**config.mk**
```make
export PLATFORM = sky130hd
export DESIGN_NAME = i3c_bus_mode_ctrl
export DESIGN_NICKNAME = d
export VERILOG_FILES = /design/src/rtl/i3c_pkg.sv /design/src/rtl/i3c_bus_mode_ctrl.sv
export SDC_FILE = /design/constraint.sdc
export NUM_CORES = 1
export LEC_CHECK = 0
export CAP_MARGIN = 20
export CORE_MARGIN = 4
export CORE_UTILIZATION = 25
export DETAILED_ROUTE_END_ITERATION = 6
export MAX_ROUTING_LAYER = met4
export PLACE_DENSITY = 0.51
export REMOVE_ABC_BUFFERS = 1
export SYNTH_ARGS = -nofsm -noshare
export SYNTH_HDL_FRONTEND = slang
export SYNTH_SLANG_ARGS = --single-unit
export TNS_END_PERCENT = 20
```
**constraint.sdc**
```tcl
create_clock -name clk -period 3.7 [get_ports clk]
set_input_delay 0.555 -clock clk [delete_from_list [all_inputs] [get_ports clk]]
set_output_delay 0.555 -clock clk [all_outputs]
set_load 0.05 [all_outputs]
```
**src/rtl/i3c_pkg.sv**
```systemverilog
// Shared encodings for the I3C pad mode sequencer: bus modes, FSM states and
// the per-state pad control pattern.
package i3c_pkg;

  localparam logic [1:0] I3C_MODE_IDLE = 2'd0;
  localparam logic [1:0] I3C_MODE_OD   = 2'd1;
  localparam logic [1:0] I3C_MODE_PP   = 2'd2;
  localparam logic [1:0] I3C_MODE_BAD  = 2'd3;

  // Stable states share their encoding with the mode they establish.
  localparam logic [2:0] ST_IDLE   = 3'd0;
  localparam logic [2:0] ST_OD     = 3'd1;
  localparam logic [2:0] ST_PP     = 3'd2;
  localparam logic [2:0] ST_BREAK  = 3'd3;
  localparam logic [2:0] ST_SETTLE = 3'd4;

  typedef struct packed {
    logic pu_enb;
    logic wkpu_enb;
    logic pp_oe_en;
  } pad_ctrl_t;

  function automatic pad_ctrl_t state_pads(input logic [2:0] st);
    pad_ctrl_t p;
    case (st)
      ST_OD, ST_SETTLE: p = '{pu_enb: 1'b0, wkpu_enb: 1'b1, pp_oe_en: 1'b0};
      ST_PP:            p = '{pu_enb: 1'b1, wkpu_enb: 1'b1, pp_oe_en: 1'b1};
      default:          p = '{pu_enb: 1'b1, wkpu_enb: 1'b0, pp_oe_en: 1'b0};
    endcase
    return p;
  endfunction

  function automatic logic is_stable(input logic [2:0] st);
    return (st == ST_IDLE) || (st == ST_OD) || (st == ST_PP);
  endfunction

endpackage

```
**src/rtl/i3c_bus_mode_ctrl.sv**
```systemverilog
// Sequences SB_IO_I3C pull-up and push-pull enables between idle, open-drain
// and push-pull with break-before-make dead time and pull-up settle time.
module i3c_bus_mode_ctrl
  import i3c_pkg::*;
#(
  parameter int DEAD_CYCLES   = 2,
  parameter int SETTLE_CYCLES = 4,
  parameter int SCL_PULLUP    = 1
) (
  input  logic       clk,
  input  logic       resetn,
  input  logic       req_valid,
  input  logic [1:0] req_mode,
  output logic       req_ready,
  output logic       done,
  output logic       err,
  output logic [1:0] cur_mode,
  output logic       scl_pu_enb,
  output logic       sda_pu_enb,
  output logic       scl_wkpu_enb,
  output logic       sda_wkpu_enb,
  output logic       pp_oe_en
);

  localparam int MAX_CYCLES = (DEAD_CYCLES > SETTLE_CYCLES) ? DEAD_CYCLES : SETTLE_CYCLES;
  localparam int CNT_W      = $clog2(MAX_CYCLES + 1);

  logic [2:0]       state_q, state_d;
  logic [CNT_W-1:0] cnt_q, cnt_d;
  logic [1:0]       tgt_q, tgt_d;
  logic             done_d, err_d;
  pad_ctrl_t        pads_q;

  // Handshake: a request transfers on a rising clk edge with req_valid & req_ready;
  // req_ready is high only in stable states and req_valid is ignored otherwise.
  always_comb begin
    state_d = state_q;
    cnt_d   = cnt_q;
    tgt_d   = tgt_q;
    done_d  = 1'b0;
    err_d   = 1'b0;
    case (state_q)
      ST_IDLE, ST_OD, ST_PP: begin
        if (req_valid) begin
          if (req_mode == I3C_MODE_BAD) begin
            err_d = 1'b1;
          end else if (req_mode == cur_mode) begin
            done_d = 1'b1;
          end else if (cur_mode == I3C_MODE_OD && req_mode == I3C_MODE_IDLE) begin
            // Dropping the strong pull-up never conflicts with a driver.
            state_d = ST_IDLE;
            done_d  = 1'b1;
          end else if (cur_mode == I3C_MODE_IDLE && req_mode == I3C_MODE_OD) begin
            state_d = ST_SETTLE;
            cnt_d   = CNT_W'(SETTLE_CYCLES);
            tgt_d   = req_mode;
          end else begin
            state_d = ST_BREAK;
            cnt_d   = CNT_W'(DEAD_CYCLES);
            tgt_d   = req_mode;
          end
        end
      end
      ST_BREAK: begin
        if (cnt_q == CNT_W'(1)) begin
          if (tgt_q == I3C_MODE_OD) begin
            state_d = ST_SETTLE;
            cnt_d   = CNT_W'(SETTLE_CYCLES);
          end else begin
            state_d = {1'b0, tgt_q};
            done_d  = 1'b1;
          end
        end else begin
          cnt_d = cnt_q - CNT_W'(1);
        end
      end
      ST_SETTLE: begin
        if (cnt_q == CNT_W'(1)) begin
          state_d = ST_OD;
          done_d  = 1'b1;
        end else begin
          cnt_d = cnt_q - CNT_W'(1);
        end
      end
      default: state_d = ST_IDLE;
    endcase
  end

  // Every output is registered from the next state so pads change with the state.
  always_ff @(posedge clk or negedge resetn) begin
    if (!resetn) begin
      state_q   <= ST_IDLE;
      cnt_q     <= '0;
      tgt_q     <= I3C_MODE_IDLE;
      done      <= 1'b0;
      err       <= 1'b0;
      req_ready <= 1'b1;
      cur_mode  <= I3C_MODE_IDLE;
      pads_q    <= state_pads(ST_IDLE);
    end else begin
      state_q   <= state_d;
      cnt_q     <= cnt_d;
      tgt_q     <= tgt_d;
      done      <= done_d;
      err       <= err_d;
      req_ready <= is_stable(state_d);
      pads_q    <= state_pads(state_d);
      if (is_stable(state_d)) begin
        cur_mode <= state_d[1:0];
      end
    end
  end

  assign sda_pu_enb   = pads_q.pu_enb;
  assign sda_wkpu_enb = pads_q.wkpu_enb;
  assign pp_oe_en     = pads_q.pp_oe_en;
  assign scl_pu_enb   = (SCL_PULLUP != 0) ? pads_q.pu_enb   : 1'b1;
  assign scl_wkpu_enb = (SCL_PULLUP != 0) ? pads_q.wkpu_enb : 1'b0;

endmodule
```
==> flow_summary.json <==
{
  "outcome": "finished, final reports clean",
  "worst_r2r_startpoint": "cnt_q[1]",
  "worst_ir_drop_vdd_mv": 0.199,
  "syn2layout_area_growth_pct": 23.8,
  "cts.sinks": 16,
  "slew_viol_final": 0,
  "grt-ovfl-total": 0,
  "critical_path_required_ns": 3.14,
  "io_pins": 15,
  "cts_made_buffers": 3,
  "setup_viol": 0,
  "antenna_found_initial": 0,
  "crit_path_end": "cur_mode[1]",
  "crit_path_start_kind": "register",
  "yosysSeqAreaShare_pct": 41.2,
  "ctsResizeCount": 0,
  "drtIter0Drc": 47,
  "cp_max_fo": 7,
  "grt_max_degree": 17,
  "fin_nets": 117,
  "dpl.cell_count": 153,
  "power_leakage_nw": 0.492,
  "synth_commonest_cells": "dfrtp_1, a21oi_1, nor2_1",
  "netlist_top_cells_area": "dfrtp_1, dfstp_2, a21oi_1",
  "dpl.hpwl_um": 1550,
  "cap_violations": 0,
  "firstDrtPassIters": 3,
  "critPathArrivalTime_ns": 1.60,
  "cts_tree": "yes",
  "crit_chain": "clkdlybuf4s50_1",
  "path_buf_inv": 1,
  "post-cts-setup-buffers": 0,
  "top_usage_layer": "met2",
  "wl_um": 2000,
  "cts_buffer_depth": 2,
  "wl_per_cell_um": 12.8,
  "syn_area_um2": 977,
  "hold_violations": 0,
  "portBuffers": 14,
  "synthFlopType": "dfrtp_1",
  "timing.setup.tns_ns": 0,
  "max-slew-margin-rel_pct": 53.0,
  "r2r_slack_ns": 2.02,
  "fin_cells": 157,
  "grt.total_usage_pct": 9.61,
  "fmax_mhz": 465,
  "p_per_area_nw_per_um2": 940,
  "met2_usage_pct": 14.4,
  "die_x_um": 70.5,
  "met3_usage_pct": 2.30,
  "drc": 0,
  "yosysTopAreaCell": "dfrtp_1",
  "whs_ns": 0.561,
  "synth_edf_count": 0,
  "syn_area_per_cell_um2": 10.4,
  "drive_above_1_share_pct": 21.1,
  "critPathKind": "register to output pin",
  "rsz0062_at_grt": "false",
  "critPathMaxStageDelay_ns": 0.86,
  "critPathTopFamily": "buffers and inverters",
  "core_um2": 3720,
  "cp-end-kind": "output pin",
  "pre_cts_ws_ns": 1.32,
  "cts.clk_slew.worst_paths_ns": 0.06,
  "yosysWarnings": 0,
  "max_slew.worst_pin.slew_ns": 0.703,
  "crit_cells": 1,
  "fin_ws_ns": 1.55,
  "grt_pass1_vias": 805,
  "gp_congestion": 0.803,
  "grt_pass1_wl_um": 3720,
  "cp_slowest_cell": "clkdlybuf4s50_1",
  "initial_core_util_pct": 26.3,
  "die_h_um": 70.5,
  "hp-class": "register to register",
  "min_period_over_period_pct": 58.1,
  "ys_ff_latch": 16,
  "grt_use_met1_pct": 11.8,
  "period_needed_ns": 2.15,
  "rows": 22,
  "ant_nets": 0,
  "synth_cell_type_count": 46,
  "cts_root_buf": "clkbuf_8",
  "htree_levels": 1,
  "netlist_instances": 94,
  "yosysMostFrequentCell": "dfrtp_1",
  "holdBufCountCts": 0,
  "reg2reg_depth": 8,
  "clk_latency_ns": 0.25,
  "r2r_end": "scl_wkpu_enb",
  "die-area_um2": 4970,
  "synth_top_area_share_pct": 35.9,
  "startpoint": "cur_mode[1]",
  "fin_skew_ns": 0.00147,
  "async_flop_share_pct": 100,
  "vias": 747,
  "antenna_cells": 0,
  "viasPerCell": 4.76
}
==> state kept, by name, indices dropped and copies added, names as in the netlist <==
signal	cells
cur_mode	2
scl_wkpu_enb	1
state_q	3
tgt_q	2
pp_oe_en	1
scl_pu_enb	1
cnt_q	3
done	1
err	1
req_ready	1
==> final cells by class <==
type / instances / area (µm²)
clock buffers: 4 / 55.1
fillers: 387 / 2510
inverters: 6 / 22.5
multi-input cells: 69 / 529
flip-flops and latches: 16 / 403
well taps: 48 / 60.1
repair buffers: 14 / 140
==> logic make-up after synthesis <==
logic type	share of synthesized area (%)
compound gates	21.3
xor+xnor	0.896
fa+ha+maj	2.56
buf+inv	4.61
flops	41.2
mux	3.33
simple gates	26.1
==> worst min path at each step <==
stage          depth (start not counted)        to  startpoint
2_1_floorplan                          0  cnt_q[0]      resetn
3_3_place_gp                           2  cnt_q[1]    cnt_q[1]
3_5_place_dp                           2  cnt_q[1]    cnt_q[1]
4_1_cts                                2  cnt_q[1]    cnt_q[1]
5_1_grt                                1  cnt_q[0]    cnt_q[0]
6_report                               1  cnt_q[0]    cnt_q[0]
==> placed cells by master (no fill, tap or decap), types with 3 or more instances in the layout <==
master,count
a21oi_1,9
clkbuf_8,4
clkdlybuf4s50_1,14
dfrtp_1,14
inv_1,5
nand2_1,5
nand2b_1,4
nor2_1,6
nor2b_1,3
==> power breakdown <==
| part | switching [W] | total (W) | internal [W] |
|---|---|---|---|
| clock | 0.0000622 | 0.000157 | 0.0000945 |
| sequential | 0.0000852 | 0.000343 | 0.000258 |
| combinational | 0.000376 | 0.000638 | 0.000261 |
==> per-layer routing <==
metal	share of wire (%)	vias to the layer above	wire length (µm)
met5	0	-	0
met4	2.6	0	52
met3	5.0	5	101
met2	47	13	950
met1	45	362	899
li1	-	367	-
==> through the flow <==
step / power, W / instance area (µm²) / utilization (%)
finish: 0.00114 / 1210 / 32.6
global route: 0.00122 / 1210 / 32.6
CTS: 0.00115 / 1210 / 32.6
detailed placement: 0.000989 / 1150 / 31.1
global placement: 0.000987 / 1150 / 31.1
floorplan: 0.000814 / 955 / -
(Power assumes the default switching activity.)
